**src/rtl/mips_pkg.sv**
```systemverilog
`default_nettype none
// ============================================================================
// Module  : mips_pkg
// Purpose : Shared definitions for the instruction fetch path: next-PC select
//           encodings, instruction field bit positions, fetch state encoding
//           and the default reset PC.
// Ports   : none (package)
// Revision: 1.0 - initial release
// ============================================================================
package mips_pkg;

  // Next-PC select encodings driven by the controller on PCSrc
  localparam logic [1:0] PC_SEQ = 2'b00;  // pc + 4
  localparam logic [1:0] PC_BR  = 2'b01;  // pc + 4 + (sext(imm16) << 2)
  localparam logic [1:0] PC_JR  = 2'b10;  // register target
  localparam logic [1:0] PC_J   = 2'b11;  // pseudo-direct jump

  // Instruction field bit positions
  localparam int OPC_HI = 31;
  localparam int OPC_LO = 26;
  localparam int RS_HI  = 25;
  localparam int RS_LO  = 21;
  localparam int RT_HI  = 20;
  localparam int RT_LO  = 16;
  localparam int RD_HI  = 15;
  localparam int RD_LO  = 11;
  localparam int IMM_HI = 15;
  localparam int IMM_LO = 0;
  localparam int JIDX_W = 26;

  localparam logic [31:0] RESET_PC_DEFAULT = 32'h0000_0000;

  // Fetch handshake state
  typedef enum logic [0:0] {
    FS_IDLE = 1'b0,
    FS_WAIT = 1'b1
  } fetch_state_e;

endpackage : mips_pkg
`default_nettype wire

```
**src/rtl/inst_fetch_unit_pc_next_mux.sv**
```systemverilog
`default_nettype none
// ============================================================================
// Module  : pc_next_mux
// Purpose : Combinational next-PC selection for the fetch unit.
// Ports   : pc_i        current PC
//           pcsrc_i     select (PC_SEQ / PC_BR / PC_JR / PC_J)
//           imm16_i     branch offset in words (sign-extended here)
//           jidx_i      26-bit jump word index
//           rs_data_i   register jump target
//           pc_plus4_o  pc_i + 4
//           next_pc_o   selected target, always word aligned
// Revision: 1.0 - initial release
// ============================================================================
module pc_next_mux
  import mips_pkg::*;
#(
  parameter int ADDR_W = 32
) (
  input  logic [ADDR_W-1:0] pc_i,
  input  logic [1:0]        pcsrc_i,
  input  logic [15:0]       imm16_i,
  input  logic [JIDX_W-1:0] jidx_i,
  input  logic [31:0]       rs_data_i,
  output logic [ADDR_W-1:0] pc_plus4_o,
  output logic [ADDR_W-1:0] next_pc_o
);

  logic [ADDR_W-1:0] w_br_off;
  logic [ADDR_W-1:0] w_sel;

  assign pc_plus4_o = pc_i + ADDR_W'(4);
  assign w_br_off   = {{(ADDR_W-18){imm16_i[15]}}, imm16_i, 2'b00};

  always_comb begin
    w_sel = pc_plus4_o;
    unique case (pcsrc_i)
      PC_SEQ:  w_sel = pc_plus4_o;
      PC_BR:   w_sel = pc_plus4_o + w_br_off;
      PC_JR:   w_sel = rs_data_i[ADDR_W-1:0];
      PC_J:    w_sel = {pc_plus4_o[ADDR_W-1:28], jidx_i, 2'b00};
      default: w_sel = pc_plus4_o;
    endcase
  end

  // A misaligned jr target is silently realigned rather than trapped.
  assign next_pc_o = w_sel & ~ADDR_W'(3);

endmodule : pc_next_mux
`default_nettype wire

```
**src/rtl/inst_fetch_unit.sv**
```systemverilog
`default_nettype none
// ============================================================================
// Module  : inst_fetch_unit
// Purpose : Holds PC and IR, runs a request/valid handshake to a variable
//           latency instruction memory, and decodes the IR fields.
// Ports   : clk, reset         clock / async active-high reset
//           PCWre, PCSrc       PC write enable and next-PC select
//           IRWre, InsMemRW    fetch request level / memory read enable
//           rs_data            jr target
//           imem_req/addr      one-cycle read strobe, latched fetch address
//           imem_rdata/valid   memory response
//           pc, pc_plus4, ir   architectural state
//           opcode/rs/rt/rd/imm16  IR field decode
//           ir_done            one-cycle pulse when IR loads
//           fetch_busy         fetch outstanding or about to be issued
// Revision: 1.0 - initial release
// ============================================================================
module inst_fetch_unit
  import mips_pkg::*;
#(
  parameter int                ADDR_W   = 32,
  parameter logic [ADDR_W-1:0] RESET_PC = ADDR_W'(RESET_PC_DEFAULT)
) (
  input  logic              clk,
  input  logic              reset,
  input  logic              PCWre,
  input  logic [1:0]        PCSrc,
  input  logic              IRWre,
  input  logic              InsMemRW,
  input  logic [31:0]       rs_data,
  output logic              imem_req,
  output logic [ADDR_W-1:0] imem_addr,
  input  logic [31:0]       imem_rdata,
  input  logic              imem_valid,
  output logic [ADDR_W-1:0] pc,
  output logic [ADDR_W-1:0] pc_plus4,
  output logic [31:0]       ir,
  output logic [5:0]        opcode,
  output logic [4:0]        rs,
  output logic [4:0]        rt,
  output logic [4:0]        rd,
  output logic [15:0]       imm16,
  output logic              ir_done,
  output logic              fetch_busy
);

  fetch_state_e      state_q, state_d;
  logic [ADDR_W-1:0] pc_q, pc_d;
  logic [31:0]       ir_q, ir_d;
  logic              req_q, req_d;
  logic [ADDR_W-1:0] addr_q, addr_d;
  logic              done_q, done_d;
  logic [ADDR_W-1:0] next_pc;
  logic              start_fetch;

  pc_next_mux #(
    .ADDR_W (ADDR_W)
  ) u_pc_next_mux (
    .pc_i       (pc_q),
    .pcsrc_i    (PCSrc),
    .imm16_i    (ir_q[IMM_HI:IMM_LO]),
    .jidx_i     (ir_q[JIDX_W-1:0]),
    .rs_data_i  (rs_data),
    .pc_plus4_o (pc_plus4),
    .next_pc_o  (next_pc)
  );

  // The done pulse masks a request so a controller still holding IRWre in
  // that cycle does not immediately launch a second fetch.
  assign start_fetch = (state_q == FS_IDLE) && IRWre && InsMemRW && !done_q;

  always_ff @(posedge clk or posedge reset) begin
    if (reset) begin
      state_q <= FS_IDLE;
      pc_q    <= RESET_PC;
      ir_q    <= 32'h0;
      req_q   <= 1'b0;
      addr_q  <= RESET_PC;
      done_q  <= 1'b0;
    end else begin
      state_q <= state_d;
      pc_q    <= pc_d;
      ir_q    <= ir_d;
      req_q   <= req_d;
      addr_q  <= addr_d;
      done_q  <= done_d;
    end
  end

  always_comb begin
    state_d = state_q;
    pc_d    = PCWre ? next_pc : pc_q;
    ir_d    = ir_q;
    req_d   = 1'b0;
    addr_d  = addr_q;
    done_d  = 1'b0;
    unique case (state_q)
      FS_IDLE: begin
        // Responses arriving here are stale and are dropped.
        if (start_fetch) begin
          req_d   = 1'b1;
          addr_d  = pc_q;
          state_d = FS_WAIT;
        end
      end
      FS_WAIT: begin
        if (imem_valid) begin
          ir_d    = imem_rdata;
          done_d  = 1'b1;
          state_d = FS_IDLE;
        end
      end
      default: state_d = FS_IDLE;
    endcase
  end

  assign pc         = pc_q;
  assign ir         = ir_q;
  assign imem_req   = req_q;
  assign imem_addr  = addr_q;
  assign ir_done    = done_q;
  assign fetch_busy = (state_q == FS_WAIT) || start_fetch;

  assign opcode = ir_q[OPC_HI:OPC_LO];
  assign rs     = ir_q[RS_HI:RS_LO];
  assign rt     = ir_q[RT_HI:RT_LO];
  assign rd     = ir_q[RD_HI:RD_LO];
  assign imm16  = ir_q[IMM_HI:IMM_LO];

endmodule : inst_fetch_unit
`default_nettype wire

```
**config.mk**
```make
export PLATFORM = sky130hd
export DESIGN_NAME = inst_fetch_unit
export DESIGN_NICKNAME = d
export VERILOG_FILES = /design/src/rtl/mips_pkg.sv /design/src/rtl/inst_fetch_unit_pc_next_mux.sv /design/src/rtl/inst_fetch_unit.sv
export SDC_FILE = /design/constraint.sdc
export NUM_CORES = 1
export LEC_CHECK = 0
export BUFFER_PORTS_ARGS = -buffer_cell sky130_fd_sc_hd__buf_2
export CORE_ASPECT_RATIO = 0.75
export CORE_MARGIN = 5
export CORE_UTILIZATION = 52
export DETAILED_ROUTE_END_ITERATION = 10
export PLACE_DENSITY = 0.82
export SYNTH_ARGS = -nofsm -noshare
export SYNTH_HDL_FRONTEND = slang
export SYNTH_HIERARCHICAL = 1
export SYNTH_SLANG_ARGS = --single-unit
```
**constraint.sdc**
```tcl
create_clock -name clk -period 4.2 [get_ports clk]
set_clock_uncertainty 0.15 [all_clocks]
set_input_delay 0.63 -clock clk [delete_from_list [all_inputs] [get_ports clk]]
set_output_delay 0.63 -clock clk [all_outputs]
set_load 0.05 [all_outputs]
```
==> out/metrics.json <==
{
  "post_synth_instance_area": {"value": 7032, "unit": "sq um"},
  "die-area": {"value": 15970, "unit": "sq um"},
  "yosys.area.top_type": {"value": "sky130_fd_sc_hd__dfrtp_1"},
  "cp.required": {"value": 4.29, "unit": "ns"},
  "ys_warn_count": {"value": 6},
  "routed_wirelength": {"value": 19270, "unit": "microns"},
  "grt.total_usage": {"value": 23.89, "unit": "%"},
  "period_share": {"value": 96.99, "unit": "%"},
  "placeableCoreArea": {"value": 13110, "unit": "sq um"},
  "numPlacedInstances": {"value": 1006},
  "ys_top_cells_by_area": {"value": "sky130_fd_sc_hd__dfrtp_1 (35%), sky130_fd_sc_hd__mux2_2 (11%), sky130_fd_sc_hd__mux4_2 (7.7%)"},
  "route.detailed.drc": {"value": 0},
  "finalInstanceArea": {"value": 8980, "unit": "sq um"},
  "run_status": {"value": "completed"},
  "clkSinkCount": {"value": 99},
  "kind_of_cell_adding_the_most_delay_to_the_critical_path": {"value": "simple AND/OR/NAND/NOR gates"},
  "postSynthRegisterBits": {"value": 99},
  "yosys.cell_types.count": {"value": 58},
  "report.final.hold_viol_count": {"value": 0},
  "ant_nets": {"value": 0},
  "floorplan.io_pins": {"value": 240},
  "vias": {"value": 5769},
  "violation_count_after_the_first_detailed_route_iteration": {"value": 329},
  "timing.critical_path.buf_inv": {"value": 0},
  "cpMaxStageDelayCell": {"value": "sky130_fd_sc_hd__mux4_2"},
  "startpoint_type": {"value": "register"},
  "clockRootBuffer": {"value": "sky130_fd_sc_hd__clkbuf_16"},
  "wire_per_inst": {"value": 18.78, "unit": "microns"},
  "layout.cells.most_common_list": {"value": "sky130_fd_sc_hd__buf_2 (237), sky130_fd_sc_hd__dfrtp_1 (86), sky130_fd_sc_hd__mux2_2 (67), sky130_fd_sc_hd__nand2_1 (47)"},
  "relSlewSlack": {"value": 36.89, "unit": "%"},
  "synth_edf_count": {"value": 0},
  "die_width": {"value": 144.3, "unit": "microns"},
  "ys.flop_type": {"value": "sky130_fd_sc_hd__dfrtp_1"},
  "io_buffer_count": {"value": 237},
  "layout.cells.non_filler": {"value": 1026},
  "dr.pass1.iters": {"value": 4},
  "insertion_delay": {"value": 0.35, "unit": "ns"},
  "layout.nets": {"value": 957},
  "setup_tns": {"value": 0, "unit": "ns"},
  "filler_cell_count": {"value": 944},
  "gate_count_of_the_mapped_netlist": {"value": 637},
  "worstSetupEndpointType": {"value": "register"},
  "grt_pass1_vias": {"value": 5765},
  "maximum_number_of_pins_on_one_net_before_global_route_repair": {"value": 71},
  "post_drt_via_cell_ratio": {"value": 5.623},
  "timing_worst_slew_pin_value": {"value": 0.9467, "unit": "ns"},
  "htree_num_levels": {"value": 3},
  "core.rowCount": {"value": 36},
  "async_reset_ff_share": {"value": 100.0, "unit": "%"},
  "cts_made_buffers": {"value": 9},
  "tritoncts": {"value": "built"},
  "rsz0062_at_grt": {"value": "no"},
  "max_clock_freq": {"value": 0.2455, "unit": "GHz"},
  "slew_viol_final": {"value": 0},
  "die_height": {"value": 110.7, "unit": "microns"},
  "timing.hold.worst.class": {"value": "in2async"},
  "cp.arrival": {"value": 4.16, "unit": "ns"},
  "initial_core_utilization": {"value": 53.65, "unit": "%"},
  "synth_area_per_cell": {"value": 11.04, "unit": "sq um"},
  "clkSlewWorstSetupHoldPaths": {"value": 0.07, "unit": "ns"},
  "n_antenna_cell": {"value": 0},
  "final_util": {"value": 68.51, "unit": "%"},
  "dpl-instance-area": {"value": 8626, "unit": "sq um"},
  "period_minus_slack": {"value": 4.074, "unit": "ns"},
  "final_layout_size_suffix_gt1_share": {"value": 55.67, "unit": "%"},
  "dpl.hpwl": {"value": 14820, "unit": "microns"},
  "yosys.area.top_type_share": {"value": 35.23, "unit": "%"},
  "critical_path_fanouts_max": {"value": 5},
  "worstSetupPathType": {"value": "reg2reg"},
  "critical-path-max-stage-delay": {"value": 0.45, "unit": "ns"},
  "critical_path.cell_chain": {"value": "and4_4 > and3_2 > nand4_1 > xnor2_4 > ha_4 > and4_4 > nand4_1 > a211oi_2 > a211oi_2 > o31a_2 > o21bai_1 > xor2_1 > mux4_2 > mux2_4"},
  "setup-violations-final": {"value": 0},
  "cts-hold-fix-buffers": {"value": 0},
  "maxCapViolations": {"value": 0},
  "grt_overflow": {"value": 0},
  "final_common_cell": {"value": "sky130_fd_sc_hd__buf_2"},
  "place.gp.congestion": {"value": 0.8553},
  "synth_sequential_area_ratio": {"value": 35.23, "unit": "%"},
  "grt_pass1_wl": {"value": 30330, "unit": "microns"},
  "antenna_violations_before_repair": {"value": 0},
  "cts_max_path_buffers": {"value": 2},
  "syn_to_final_growth": {"value": 27.70, "unit": "%"}
}
==> cell usage after synthesis (all sizes together), types with 2 or more instances <==
| master | number |
|---|---|
| a211oi | 5 |
| a21o | 12 |
| a21oi | 33 |
| a221o | 3 |
| a31oi | 5 |
| and3 | 11 |
| and4 | 5 |
| buf | 53 |
| clkbuf | 13 |
| dfrtp | 99 |
| ha | 34 |
| inv | 18 |
| mux2 | 97 |
| mux2i | 4 |
| mux4 | 24 |
| nand2 | 49 |
| nand2b | 7 |
| nand3 | 17 |
| nand4 | 8 |
| nor2 | 28 |
| nor2b | 3 |
| nor3 | 3 |
| o211ai | 3 |
| o21a | 3 |
| o21ai | 23 |
| o21bai | 6 |
| o221ai | 2 |
| o31ai | 2 |
| xnor2 | 37 |
| xor2 | 15 |
==> sequential cells by signal, indices dropped and copies added (netlist names) <==
| name | count |
|---|---|
| ir | 32 |
| imem_addr | 32 |
| pc | 32 |
| imem_req | 1 |
| ir_done | 1 |
| state_q | 1 |
==> worst paths after layout <==
check,from,endpoint,slack [ns],depth (start not counted)
max,pc[7],pc[24],0.13,14
min,reset,ir[30],0.31,2
max reg2reg,pc[7],pc[24],0.13,14
min reg2reg,imem_addr[15],imem_addr[15],0.36,1
max in group asynchronous,reset,ir[27],2.67,3
min in group clk,imem_rdata[20],ir[20],0.35,2
==> layer usage <==
layer	vias up	part of all wire, %	GRT usage, %
met5	-	0	0
met4	0	0.96	5.407
met3	15	8.6	6.210
met2	232	47	38.41
met1	2829	44	32.51
li1	2693	-	-
==> per-stage QoR <==
step	setup slack [ns]	hold WS [ns]
detailed placement	0.08201	0.3400
CTS	0.02369	0.3391
finish	0.1264	0.3080
global placement	0.1511	0.3353
global route	0.003944	0.3461
floorplan	-0.03522	0.3302
==> kinds of logic after synthesis <==
group	after synthesis	share of synthesized area (%)
DFF	99	35.23
other	1	0.05333
xor gates and xnor gates	52	6.477
buffers and inverters	84	7.242
AOI/OAI and AO/OA	105	9.876
and+or+nand+nor	136	9.502
adders and majority gates	35	6.335
muxes	125	25.28
==> layout make-up <==
| cell class | instances | area (sq um) | area share, % |
|---|---|---|---|
| clock buffer | 11 | 242.7 | 2.703 |
| inverter | 18 | 70.07 | 0.7803 |
| timing repair buffer | 267 | 1411 | 15.72 |
| multi-input combinational | 455 | 4511 | 50.23 |
| tap | 171 | 214.0 | 2.383 |
| clock inverter | 5 | 37.54 | 0.4180 |
| sequential | 99 | 2494 | 27.77 |
==> what timing repair did <==
action / in CTS / in global routing
setup endpoints to repair: 0 / 9
setup buffers: 0 / 4
resized for setup: 0 / 13
Power is left out: the tool's default activity adds up to more than one toggle a clock period on the data nets, which glitch-free logic cannot reach.
